### config.mk
export PLATFORM = sky130hd
export DESIGN_NAME = plot_bitmap_reader
export DESIGN_NICKNAME = d
export VERILOG_FILES = /design/src/rtl/plot_pkg.sv /design/src/rtl/serpentine_addr_gen.sv /design/src/rtl/plot_bitmap_reader.sv
export SDC_FILE = /design/constraint.sdc
export NUM_CORES = 1
export LEC_CHECK = 0
export ABC_CLOCK_PERIOD_IN_PS = 6280
export CELL_PAD_IN_SITES_DETAIL_PLACEMENT = 1
export CELL_PAD_IN_SITES_GLOBAL_PLACEMENT = 1
export CORE_MARGIN = 8
export CORE_UTILIZATION = 45
export CTS_CLUSTER_SIZE = 28
export DETAILED_ROUTE_END_ITERATION = 12
export GPL_TIMING_DRIVEN = 0
export PLACE_DENSITY_LB_ADDON = 0.1
export SLEW_MARGIN = 20
export SYNTH_ARGS = -nofsm -noshare
export SYNTH_HDL_FRONTEND = slang
export SYNTH_SLANG_ARGS = --single-unit
### constraint.sdc
create_clock -name clk_in -period 6.28 [get_ports clk_in]
set_input_delay 1.884 -clock clk_in [delete_from_list [all_inputs] [get_ports clk_in]]
set_output_delay 1.884 -clock clk_in [all_outputs]
set_load 0.01 [all_outputs]
### src/rtl/plot_pkg.sv
// -----------------------------------------------------------------------------
// plot_pkg
// Constants and types shared by the bitmap reader and the plotter controller.
//   BMP_WIDTH / BMP_HEIGHT : thresholded bitmap size in pixels
//   BMP_ADDR_W             : black/white frame BRAM address width
//   BMP_READ_LATENCY       : BRAM read latency, address register -> data valid
//   COORD_W                : width of the x/y pixel coordinates
//   reader_state_t         : bitmap reader FSM states
// -----------------------------------------------------------------------------
package plot_pkg;

    localparam int BMP_WIDTH        = 106;
    localparam int BMP_HEIGHT       = 80;
    localparam int BMP_ADDR_W       = 14;
    localparam int BMP_READ_LATENCY = 2;
    localparam int COORD_W          = 7;

    typedef enum logic [1:0] {
        IDLE    = 2'd0,
        WAIT    = 2'd1,
        PRESENT = 2'd2
    } reader_state_t;

endpackage

### src/rtl/serpentine_addr_gen.sv
// -----------------------------------------------------------------------------
// serpentine_addr_gen
// Walks the bitmap in serpentine order: even rows left-to-right, odd rows
// right-to-left. Holds the current position and the start address of the
// current row, and offers the address of the following pixel so the caller
// can register it on the same edge that advances the position.
//   i_clk, i_rst  : clock, asynchronous active-high reset
//   i_load        : restart at (0,0), row base 0
//   i_step        : advance to the next pixel in serpentine order
//   o_x, o_y      : current column / row
//   o_next_addr   : BRAM address of the pixel after the current one
//   o_last        : current pixel is the final pixel of the frame
// -----------------------------------------------------------------------------
module serpentine_addr_gen
    import plot_pkg::*;
#(
    parameter int WIDTH  = BMP_WIDTH,
    parameter int HEIGHT = BMP_HEIGHT,
    parameter int ADDR_W = BMP_ADDR_W
) (
    input  logic               i_clk,
    input  logic               i_rst,
    input  logic               i_load,
    input  logic               i_step,
    output logic [COORD_W-1:0] o_x,
    output logic [COORD_W-1:0] o_y,
    output logic [ADDR_W-1:0]  o_next_addr,
    output logic               o_last
);

    localparam logic [COORD_W-1:0] X_MAX    = COORD_W'(WIDTH - 1);
    localparam logic [COORD_W-1:0] Y_MAX    = COORD_W'(HEIGHT - 1);
    // An even row count finishes on a right-to-left row, i.e. at column 0.
    localparam logic [COORD_W-1:0] X_LAST   = (HEIGHT % 2 == 0) ? '0 : X_MAX;
    localparam logic [ADDR_W-1:0]  ROW_STEP = ADDR_W'(WIDTH);

    logic [COORD_W-1:0] r_x;
    logic [COORD_W-1:0] r_y;
    logic [ADDR_W-1:0]  r_row_base;
    logic               r_reverse;     // 1 on odd rows (right-to-left)

    logic [COORD_W-1:0] w_next_x;
    logic [COORD_W-1:0] w_next_y;
    logic [ADDR_W-1:0]  w_next_row_base;
    logic               w_next_reverse;
    logic               w_row_end;

    always_comb begin
        // NOTE: every signal gets a default before any branch; a path that
        // leaves one unassigned would infer a latch.
        w_next_x        = r_x;
        w_next_y        = r_y;
        w_next_row_base = r_row_base;
        w_next_reverse  = r_reverse;
        w_row_end       = r_reverse ? (r_x == '0) : (r_x == X_MAX);

        if (w_row_end) begin
            // Drop to the next row at the same column and turn around; the
            // row base grows by one row so no multiplier is needed.
            w_next_y        = r_y + 1'b1;
            w_next_row_base = r_row_base + ROW_STEP;
            w_next_reverse  = !r_reverse;
        end else if (r_reverse) begin
            w_next_x = r_x - 1'b1;
        end else begin
            w_next_x = r_x + 1'b1;
        end
    end

    always_ff @(posedge i_clk or posedge i_rst) begin
        // NOTE: sequential state uses non-blocking assignments so every
        // register samples pre-edge values, independent of statement order.
        if (i_rst) begin
            r_x        <= '0;
            r_y        <= '0;
            r_row_base <= '0;
            r_reverse  <= 1'b0;
        end else if (i_load) begin
            r_x        <= '0;
            r_y        <= '0;
            r_row_base <= '0;
            r_reverse  <= 1'b0;
        end else if (i_step) begin
            r_x        <= w_next_x;
            r_y        <= w_next_y;
            r_row_base <= w_next_row_base;
            r_reverse  <= w_next_reverse;
        end
    end

    assign o_x         = r_x;
    assign o_y         = r_y;
    assign o_next_addr = w_next_row_base + ADDR_W'(w_next_x);
    assign o_last      = (r_y == Y_MAX) && (r_x == X_LAST);

endmodule

### src/rtl/plot_bitmap_reader.sv
// -----------------------------------------------------------------------------
// plot_bitmap_reader
// Reads the thresholded bitmap out of the black/white frame BRAM in
// serpentine order and hands it to the plotter one pixel per handshake.
// busy_out is ANDed (inverted) into the bitmap write enable at the top level
// so the image stays frozen while it is being plotted.
//   clk_in, rst_in   : 65 MHz clock, asynchronous active-high reset
//   start_in         : start pulse, honoured only when idle
//   abort_in         : abandon the plot, return to idle without done_out
//   ready_in         : plotter accepts the presented pixel
//   ram_data_in      : BRAM read data, READ_LATENCY cycles after addr_out
//   addr_out         : registered BRAM read address
//   pixel_out        : presented pixel, 1 = ink
//   pixel_valid_out  : pixel_out / x_out / y_out are valid
//   x_out, y_out     : coordinates of the presented pixel
//   busy_out         : plot in progress
//   done_out         : one-cycle pulse after the final pixel is accepted
// -----------------------------------------------------------------------------
module plot_bitmap_reader
    import plot_pkg::*;
#(
    parameter int WIDTH        = BMP_WIDTH,
    parameter int HEIGHT       = BMP_HEIGHT,
    parameter int ADDR_W       = BMP_ADDR_W,
    parameter int READ_LATENCY = BMP_READ_LATENCY
) (
    input  logic               clk_in,
    input  logic               rst_in,
    input  logic               start_in,
    input  logic               abort_in,
    input  logic               ready_in,
    input  logic               ram_data_in,
    output logic [ADDR_W-1:0]  addr_out,
    output logic               pixel_out,
    output logic               pixel_valid_out,
    output logic [COORD_W-1:0] x_out,
    output logic [COORD_W-1:0] y_out,
    output logic               busy_out,
    output logic               done_out
);

    localparam int              CNT_W       = $clog2(READ_LATENCY + 1) + 1;
    localparam logic [CNT_W-1:0] CNT_CAPTURE = CNT_W'(READ_LATENCY);

    reader_state_t     r_state;
    reader_state_t     w_state_next;
    logic [CNT_W-1:0]  r_cnt;

    logic              w_load;
    logic              w_step;
    logic              w_capture;
    logic              w_xfer;
    logic              w_finish;
    logic              w_abort;
    logic              w_last;
    logic [ADDR_W-1:0] w_next_addr;

    serpentine_addr_gen #(
        .WIDTH  (WIDTH),
        .HEIGHT (HEIGHT),
        .ADDR_W (ADDR_W)
    ) u_addr_gen (
        .i_clk       (clk_in),
        .i_rst       (rst_in),
        .i_load      (w_load),
        .i_step      (w_step),
        .o_x         (x_out),
        .o_y         (y_out),
        .o_next_addr (w_next_addr),
        .o_last      (w_last)
    );

    // State register
    always_ff @(posedge clk_in or posedge rst_in) begin
        if (rst_in) r_state <= IDLE;
        else        r_state <= w_state_next;
    end

    // Next-state logic; abort wins over a simultaneous transfer.
    always_comb begin
        w_state_next = r_state;
        unique case (r_state)
            IDLE: begin
                if (start_in) w_state_next = WAIT;
            end
            WAIT: begin
                if (abort_in)                  w_state_next = IDLE;
                else if (r_cnt == CNT_CAPTURE) w_state_next = PRESENT;
            end
            PRESENT: begin
                if (abort_in)                          w_state_next = IDLE;
                else if (pixel_valid_out && ready_in)  w_state_next = w_last ? IDLE : WAIT;
            end
            default: w_state_next = IDLE;
        endcase
    end

    // Output decode: per-cycle strobes driving the output registers.
    always_comb begin
        w_abort   = (r_state != IDLE) && abort_in;
        w_load    = (r_state == IDLE) && start_in;
        w_capture = (r_state == WAIT) && !abort_in && (r_cnt == CNT_CAPTURE);
        w_xfer    = (r_state == PRESENT) && pixel_valid_out && ready_in && !abort_in;
        w_step    = w_xfer && !w_last;
        w_finish  = w_xfer && w_last;
    end

    // Output registers. Later statements take priority, so the clears on
    // transfer/abort override the sets above them.
    always_ff @(posedge clk_in or posedge rst_in) begin
        if (rst_in) begin
            addr_out        <= '0;
            pixel_out       <= 1'b0;
            pixel_valid_out <= 1'b0;
            busy_out        <= 1'b0;
            done_out        <= 1'b0;
            r_cnt           <= '0;
        end else begin
            done_out <= w_finish;

            // The wait counter measures BRAM latency from the address edge.
            if (r_state == WAIT) r_cnt <= r_cnt + 1'b1;

            if (w_load) begin
                addr_out <= '0;
                busy_out <= 1'b1;
                r_cnt    <= '0;
            end

            if (w_step) begin
                addr_out <= w_next_addr;
                r_cnt    <= '0;
            end

            if (w_capture) begin
                pixel_out       <= ram_data_in;
                pixel_valid_out <= 1'b1;
            end

            if (w_xfer || w_abort)   pixel_valid_out <= 1'b0;
            if (w_finish || w_abort) busy_out        <= 1'b0;
        end
    end

endmodule

==> results of run 1 <==
## state kept, by name, indices dropped and copies added, names as in the netlist, 2 cells and up
signal	flops
u_addr_gen.o_y	7
r_cnt	3
r_state	2
addr_out	14
u_addr_gen.r_row_base	13
u_addr_gen.o_x	7
## metrics by stage
step	hold WS [ps]	std cells	area [um2]	power, mW
floorplan	505.2	365	3243	0.4742
global placement	483.9	501	3737	0.5335
detailed placement	491.3	501	3740	0.5421
CTS	513.6	509	3852	0.7787
global route	542.9	509	3860	0.8134
finish	506.3	509	3860	0.7693
## path summary, 6_finish.rpt
kind / endpoint / start / depth (start not counted)
worst max-delay path: addr_out[9] / u_addr_gen.r_reverse / 14
min in group asynchronous: addr_out[12] / rst_in / 2
max in group asynchronous: u_addr_gen.r_row_base[2] / rst_in / 2
worst min-delay path: addr_out[2] / addr_out[2] / 2
worst max register to register: addr_out[9] / u_addr_gen.r_reverse / 14
worst min register to register: addr_out[2] / addr_out[2] / 2
## area by class of cell
type	count	area, um2
Buffer	18	68.82
Clock buffer	5	68.82
Clock inverter	3	43.79
Fill cell	846	3238
Inverter	9	36.28
Multi-Input combinational cell	287	1872
Sequential cell	51	1276
Tap cell	99	123.9
Timing Repair Buffer	37	370.4
## Yosys cell counts, drive strengths merged, types with 2 or more instances
master | instances | area share
ha | 15 | 0.058
nand3 | 26 | 0.040
o21ai | 29 | 0.045
dfrtp | 51 | 0.39
or4b | 2 | 0.0062
a31o | 3 | 0.0081
a31oi | 2 | 0.0039
a21oi | 17 | 0.026
a21o | 5 | 0.012
o21bai | 2 | 0.0046
o21a | 2 | 0.0046
xor2 | 16 | 0.043
fa | 2 | 0.012
xnor2 | 18 | 0.049
mux2i | 2 | 0.0062
nor2b | 5 | 0.0096
o41ai | 3 | 0.0081
inv | 9 | 0.010
clkbuf | 17 | 0.020
nand4 | 5 | 0.0096
o211ai | 5 | 0.013
nor3 | 4 | 0.0096
nand2 | 40 | 0.046
nand2b | 4 | 0.0077
o31ai | 6 | 0.014
a211oi | 3 | 0.0069
and3 | 6 | 0.012
nand3b | 3 | 0.011
nor2 | 37 | 0.044
a21boi | 2 | 0.0046
nor4 | 3 | 0.0077
## critical path: stages (launching register included)
cell and delay (ps):
dfrtp_1 490, clkbuf_1 250, nor4_1 840, nor2_1 240
clkbuf_1 330, nor2_1 200, xor2_1 210, ha_1 300
o21ai_0 230, a21oi_1 130, o41ai_2 530, a21o_1 200
o21ai_0 110, xnor2_1 190, o21ai_0 100
## cell families after synthesis
| logic type | count (synthesis) | share of synthesized area |
|---|---|---|
| muxes | 3 | 0.009645 |
| xor gates and xnor gates | 34 | 0.09182 |
| DFF | 51 | 0.3935 |
| buffers and inverters | 27 | 0.03163 |
| adders and majority gates | 17 | 0.07022 |
| and+or+nand+nor | 143 | 0.2238 |
| other | 1 | 0.001156 |
| AOI/OAI and AO/OA | 89 | 0.1782 |
## report_power, final
part | switching (mW) | internal (mW)
Sequential | 0.0253 | 0.352
Clock | 0.115 | 0.119
Combinational | 0.0971 | 0.0611
## per-layer routing
layer / vias up / share of wire / global-route usage / wire (um)
met1: 1459 / 0.47 / 0.2455 / 4390
met5: - / 0 / 0 / 0
met2: 42 / 0.50 / 0.3434 / 4653
met4: 0 / 0.0072 / 0.03780 / 67
li1: 1380 / - / - / -
met3: 6 / 0.023 / 0.02210 / 215
==> reports/qor.log, run 1 <==
qor: finish.mostFrequentLayoutCell dfrtp_1
qor: grt.grt_pass1_vias 3,042
qor: power_and_ir_drop.p_leak 1.714 nW
qor: detailed_routing.pre_repair_dr_iteration_count 4
qor: detailed_routing.via_count 2,887
qor: detailed_routing.first_iter_violations 108
qor: sta.final_min_period_over_clock_period 0.7124
qor: finish.finalCoreUtilization 0.5438
qor: detailed_routing.route.detailed.drc 0
qor: floorplan.floorplan.io_pins 38
qor: clocking.cts_resized 0
qor: worst_setup_path.startpoint_type flip-flop
qor: sta.layout_setup_ws 1806 ps
qor: finish.area_growth 19.02%
qor: grt.grt_max_degree 52
qor: floorplan.core-area 7098 um2
qor: placed_design.io_buffers 37
qor: logic_synthesis.synth.net_count 388
qor: hold_path.hold_class reg2reg
qor: logic_synthesis.post_synth_instance_area 3243 um2
qor: detailed_routing.wl_per_cell 18.32 um
qor: logic_synthesis.synthFlopType dfrtp_1
qor: logic_synthesis.synth_cell_types 59
qor: clocking.cts_buffers 5
qor: detailed_routing.detail-route-antenna-nets 0
qor: sta.finalWorstPathRequiredPeriod 4474 ps
qor: logic_synthesis.synth_warn 0
qor: logic_synthesis.synth_cells 365
qor: placed_design.finalWeightedCongestion 0.8646
qor: run.timing.max_cap.violations 0
qor: finish.antenna_cells 0
qor: placed_design.dpl_worst_slack 1525 ps
qor: worst_setup_path.crit_path_end_kind flip-flop
qor: sta.worst_clock_skew 6.935 ps
qor: power_and_ir_drop.power_density 199.3 nW/um2
qor: worst_setup_path.critPathKind reg2reg
qor: clocking.ctsHtreeMaxLevel 2
qor: floorplan.fp.dieW 100.9 um
qor: worst_setup_path.crit_arrival 4650 ps
qor: grt.globalRouteTotalUtil 0.1934
qor: finish.nets 432
qor: clocking.cts-hold-fix-buffers 0
qor: sta.fmax 0.2235 GHz
qor: worst_setup_path.crit_path_max_fanout 10
qor: sta.headroom_to_the_max_slew_limit 0.3783
qor: floorplan.die_y 100.9 um
qor: sta.finalSetupTns 0 ps
qor: sta.timing_worst_slew_pin_value 924.0 ps
qor: logic_synthesis.syn-mean-instance-area 8.885 um2
qor: floorplan.row_count 31
qor: finish.drive_gt1_frac 0.05854
qor: grt.grt_pass1_wl 15,710 um
qor: detailed_routing.route.detailed.vias_per_inst 5.672
qor: grt.globalRouteOverflowTotal 0
qor: finish.commonest_non_fill_non_tap_cells_in_the_layout dfrtp_1, nand2_1, clkdlybuf4s50_1
qor: clocking.insertion_delay 310 ps
qor: worst_setup_path.cp.required 6460 ps
qor: sta.grt_setup_unrepaired false
qor: worst_setup_path.timing.reg2reg.setup_slack 1810 ps
qor: grt.grt_antenna_before_repair 0
qor: clocking.clock_tree.buffer_depth 2
qor: sta.finalSetupViolCount 0
qor: power_and_ir_drop.ir_worst_vdd 70.47 uV
qor: run_status.run_status completed
qor: logic_synthesis.ys_async_sr_fraction 1.000
qor: clocking.cts-root-buf clkbuf_8
qor: floorplan.initial_core_util 0.4569
qor: clocking.cts_tree built
qor: clocking.postCtsSetupRepairBufs 0
qor: sta.final-max-slew-violation-count 0
qor: floorplan.die_area 10,180 um2
qor: logic_synthesis.postSynthRegisterBits 51
qor: clocking.clkSlewWorstSetupHoldPaths 90 ps
qor: logic_synthesis.synth_edf_count 0
qor: placed_design.place_hpwl 6850 um
qor: detailed_routing.finalWirelength 9326 um
qor: sta.timing_hold_violations_final 0
qor: clocking.cts_num_sinks 51
qor: logic_synthesis.yosysSeqAreaShare 0.3935
No activity file was read; power rests on OpenSTA's default activity.
==> run 2, diff against run 1 <==
--- a/config.mk
+++ b/config.mk
@@ -5,11 +5,11 @@
 export SDC_FILE = /design/constraint.sdc
 export NUM_CORES = 1
 export LEC_CHECK = 0
-export ABC_CLOCK_PERIOD_IN_PS = 6280
+export ABC_CLOCK_PERIOD_IN_PS = 4300
 export CELL_PAD_IN_SITES_DETAIL_PLACEMENT = 1
 export CELL_PAD_IN_SITES_GLOBAL_PLACEMENT = 1
 export CORE_MARGIN = 8
-export CORE_UTILIZATION = 45
+export CORE_UTILIZATION = 43
 export CTS_CLUSTER_SIZE = 28
 export DETAILED_ROUTE_END_ITERATION = 12
 export GPL_TIMING_DRIVEN = 0
==> constraint.sdc (replaced) <==
create_clock -name clk_in -period 4.3 [get_ports clk_in]
set_input_delay 1.29 -clock clk_in [delete_from_list [all_inputs] [get_ports clk_in]]
set_output_delay 1.29 -clock clk_in [all_outputs]
set_load 0.01 [all_outputs]
==> run 2 against run 1 <==
  * Total power grew 43%
  * Non-clock buffer count shrank 1
  * Worst hold slack gained 6.9 ps
  * Global-route usage shrank 0.71 points
  * Fmax grew 12%
  * Flip-flop and latch count is the same
  * First-iteration DRC count grew 33%
  * Cell area grew 0.78%
==> reports/qor.log, run 2 (synthesis results as in run 1) <==
qor: floorplan.initial_core_util 0.4447
qor: detailed_routing.wl_per_cell 18.34 um
qor: sta.timing_worst_slew_pin_value 664.7 ps
qor: floorplan.row_count 31
qor: clocking.cts-root-buf clkbuf_8
qor: finish.mostFrequentLayoutCell dfrtp_1
qor: grt.grt_max_degree 52
qor: finish.largest_registers addr_out: 14 flops, u_addr_gen.r_row_base: 13 flops
qor: sta.worst_clock_skew 4.318 ps
qor: power_and_ir_drop.p_leak 1.722 nW
qor: sta.timing_hold_violations_final 0
qor: clocking.clock_tree.buffer_depth 2
qor: finish.area_growth 19.95%
qor: detailed_routing.via_count 2,881
qor: detailed_routing.route.detailed.drc 0
qor: sta.hold-worst-slack 513.2 ps
qor: placed_design.placedCellCount 501
qor: placed_design.io_buffers 37
qor: clocking.cts_tree built
qor: placed_design.finalWeightedCongestion 0.8479
qor: finish.commonest_non_fill_non_tap_cells_in_the_layout dfrtp_1, nand2_1, clkdlybuf4s50_1
qor: finish.nets 431
qor: grt.grt_pass1_vias 3,025
qor: floorplan.die_y 102.8 um
qor: finish.layout.cells.non_filler 508
qor: detailed_routing.detail-route-antenna-nets 0
qor: sta.finalSetupViolCount 0
qor: sta.fmax 0.2513 GHz
qor: floorplan.floorplan.io_pins 38
qor: sta.grt_setup_unrepaired false
qor: worst_setup_path.crit_path_end_kind flip-flop
qor: floorplan.core-area 7292 um2
qor: power_and_ir_drop.power.total 1.097 mW
qor: sta.final-max-slew-violation-count 0
qor: finish.top_register addr_out
qor: sta.headroom_to_the_max_slew_limit 0.5569
qor: finish.drive_gt1_frac 0.06846
qor: clocking.cts_buffers 5
qor: run_status.run_status completed
qor: sta.finalSetupTns 0 ps
qor: grt.globalRouteTotalUtil 0.1864
qor: detailed_routing.first_iter_violations 144
qor: floorplan.die_area 10,580 um2
qor: worst_setup_path.crit_arrival 4220 ps
qor: sta.final_min_period_over_clock_period 0.9256
qor: worst_setup_path.critPathKind reg2reg
qor: floorplan.fp.dieW 102.8 um
qor: grt.grt_pass1_wl 15,530 um
qor: finish.antenna_cells 0
qor: finish.finalCoreUtilization 0.5335
qor: clocking.clkSlewWorstSetupHoldPaths 90 ps
qor: detailed_routing.route.detailed.vias_per_inst 5.671
qor: worst_setup_path.startpoint_type flip-flop
qor: hold_path.hold_class reg2reg
qor: detailed_routing.finalWirelength 9316 um
qor: placed_design.place_hpwl 6916 um
qor: clocking.insertion_delay 310 ps
qor: worst_setup_path.crit_path_max_fanout 8
qor: finish.largest_register_ff_count 14
qor: clocking.postCtsSetupRepairBufs 0
qor: power_and_ir_drop.ir_worst_vdd 147.9 uV
qor: power_and_ir_drop.power_density 282.0 nW/um2
qor: detailed_routing.pre_repair_dr_iteration_count 4
qor: grt.grt_antenna_before_repair 0
qor: grt.globalRouteOverflowTotal 0
qor: clocking.cts_num_sinks 51
qor: clocking.ctsHtreeMaxLevel 2
qor: sta.finalWorstPathRequiredPeriod 3980 ps
qor: worst_setup_path.cp.required 4540 ps
qor: run.timing.max_cap.violations 0
## run 2: worst max-delay path: stages (launching register included)
cell and delay (ps):
dfrtp_1 570, fa_1 520, a21o_1 180, a21oi_1 210, o21bai_1 100, a21oi_1 170, xnor2_1 200, nand2_1 110
xnor2_1 260, ha_1 310, nor3_1 90, nor2_1 200, o41ai_4 160, nor3_4 240, or4b_1 470, o211ai_2 90
## run 2: repair_timing
action                                  CTS  global route
endpoints found under the setup margin    6             4
hold buffers                              0             0
resized for setup                         3             6
pin swaps                                 0             0
## run 2: layer usage
metal  track usage  routed length [um]  up-vias
li1              -                   -     1378
met4       0.04004                  75        0
met2        0.3062                4491       43
met3       0.03106                 307        7
met1        0.2508                4442     1453
met5             0                   0        -
## run 2: stage by stage
| stage | setup WS (ps) | instance area, um2 |
|---|---|---|
| finish | 319.9 | 3890 |
| global placement | -375.6 | 3737 |
| floorplan | 454.7 | 3243 |
| CTS | 104.8 | 3859 |
| global route | 78.24 | 3890 |
| detailed placement | -457.4 | 3740 |
## run 2: path summary, 6_finish.rpt
kind,cells past startpoint,slack [ps],endpoint,from
max in group asynchronous,2,2430,addr_out[1],rst_in
hold reg to reg,2,510,addr_out[1],addr_out[1]
min in group asynchronous,2,1420,u_addr_gen.o_y[3],rst_in
setup / recovery,15,320,addr_out[13],u_addr_gen.o_x[1]
setup reg to reg,15,320,addr_out[13],u_addr_gen.o_x[1]
hold / removal,2,510,addr_out[1],addr_out[1]
## run 2: cell type report
cell class | instances | area [um2]
Clock buffer | 7 | 96.34
Buffer | 17 | 66.31
Sequential cell | 51 | 1276
Tap cell | 99 | 123.9
Fill cell | 898 | 3402
Clock inverter | 1 | 7.507
Multi-Input combinational cell | 287 | 1913
Timing Repair Buffer | 37 | 370.4
Inverter | 9 | 36.28
## run 2: report_power, final
part	switching [mW]	internal, mW
Sequential	0.0332	0.514
Combinational	0.142	0.0895
Clock	0.171	0.147
Total	0.346	0.751
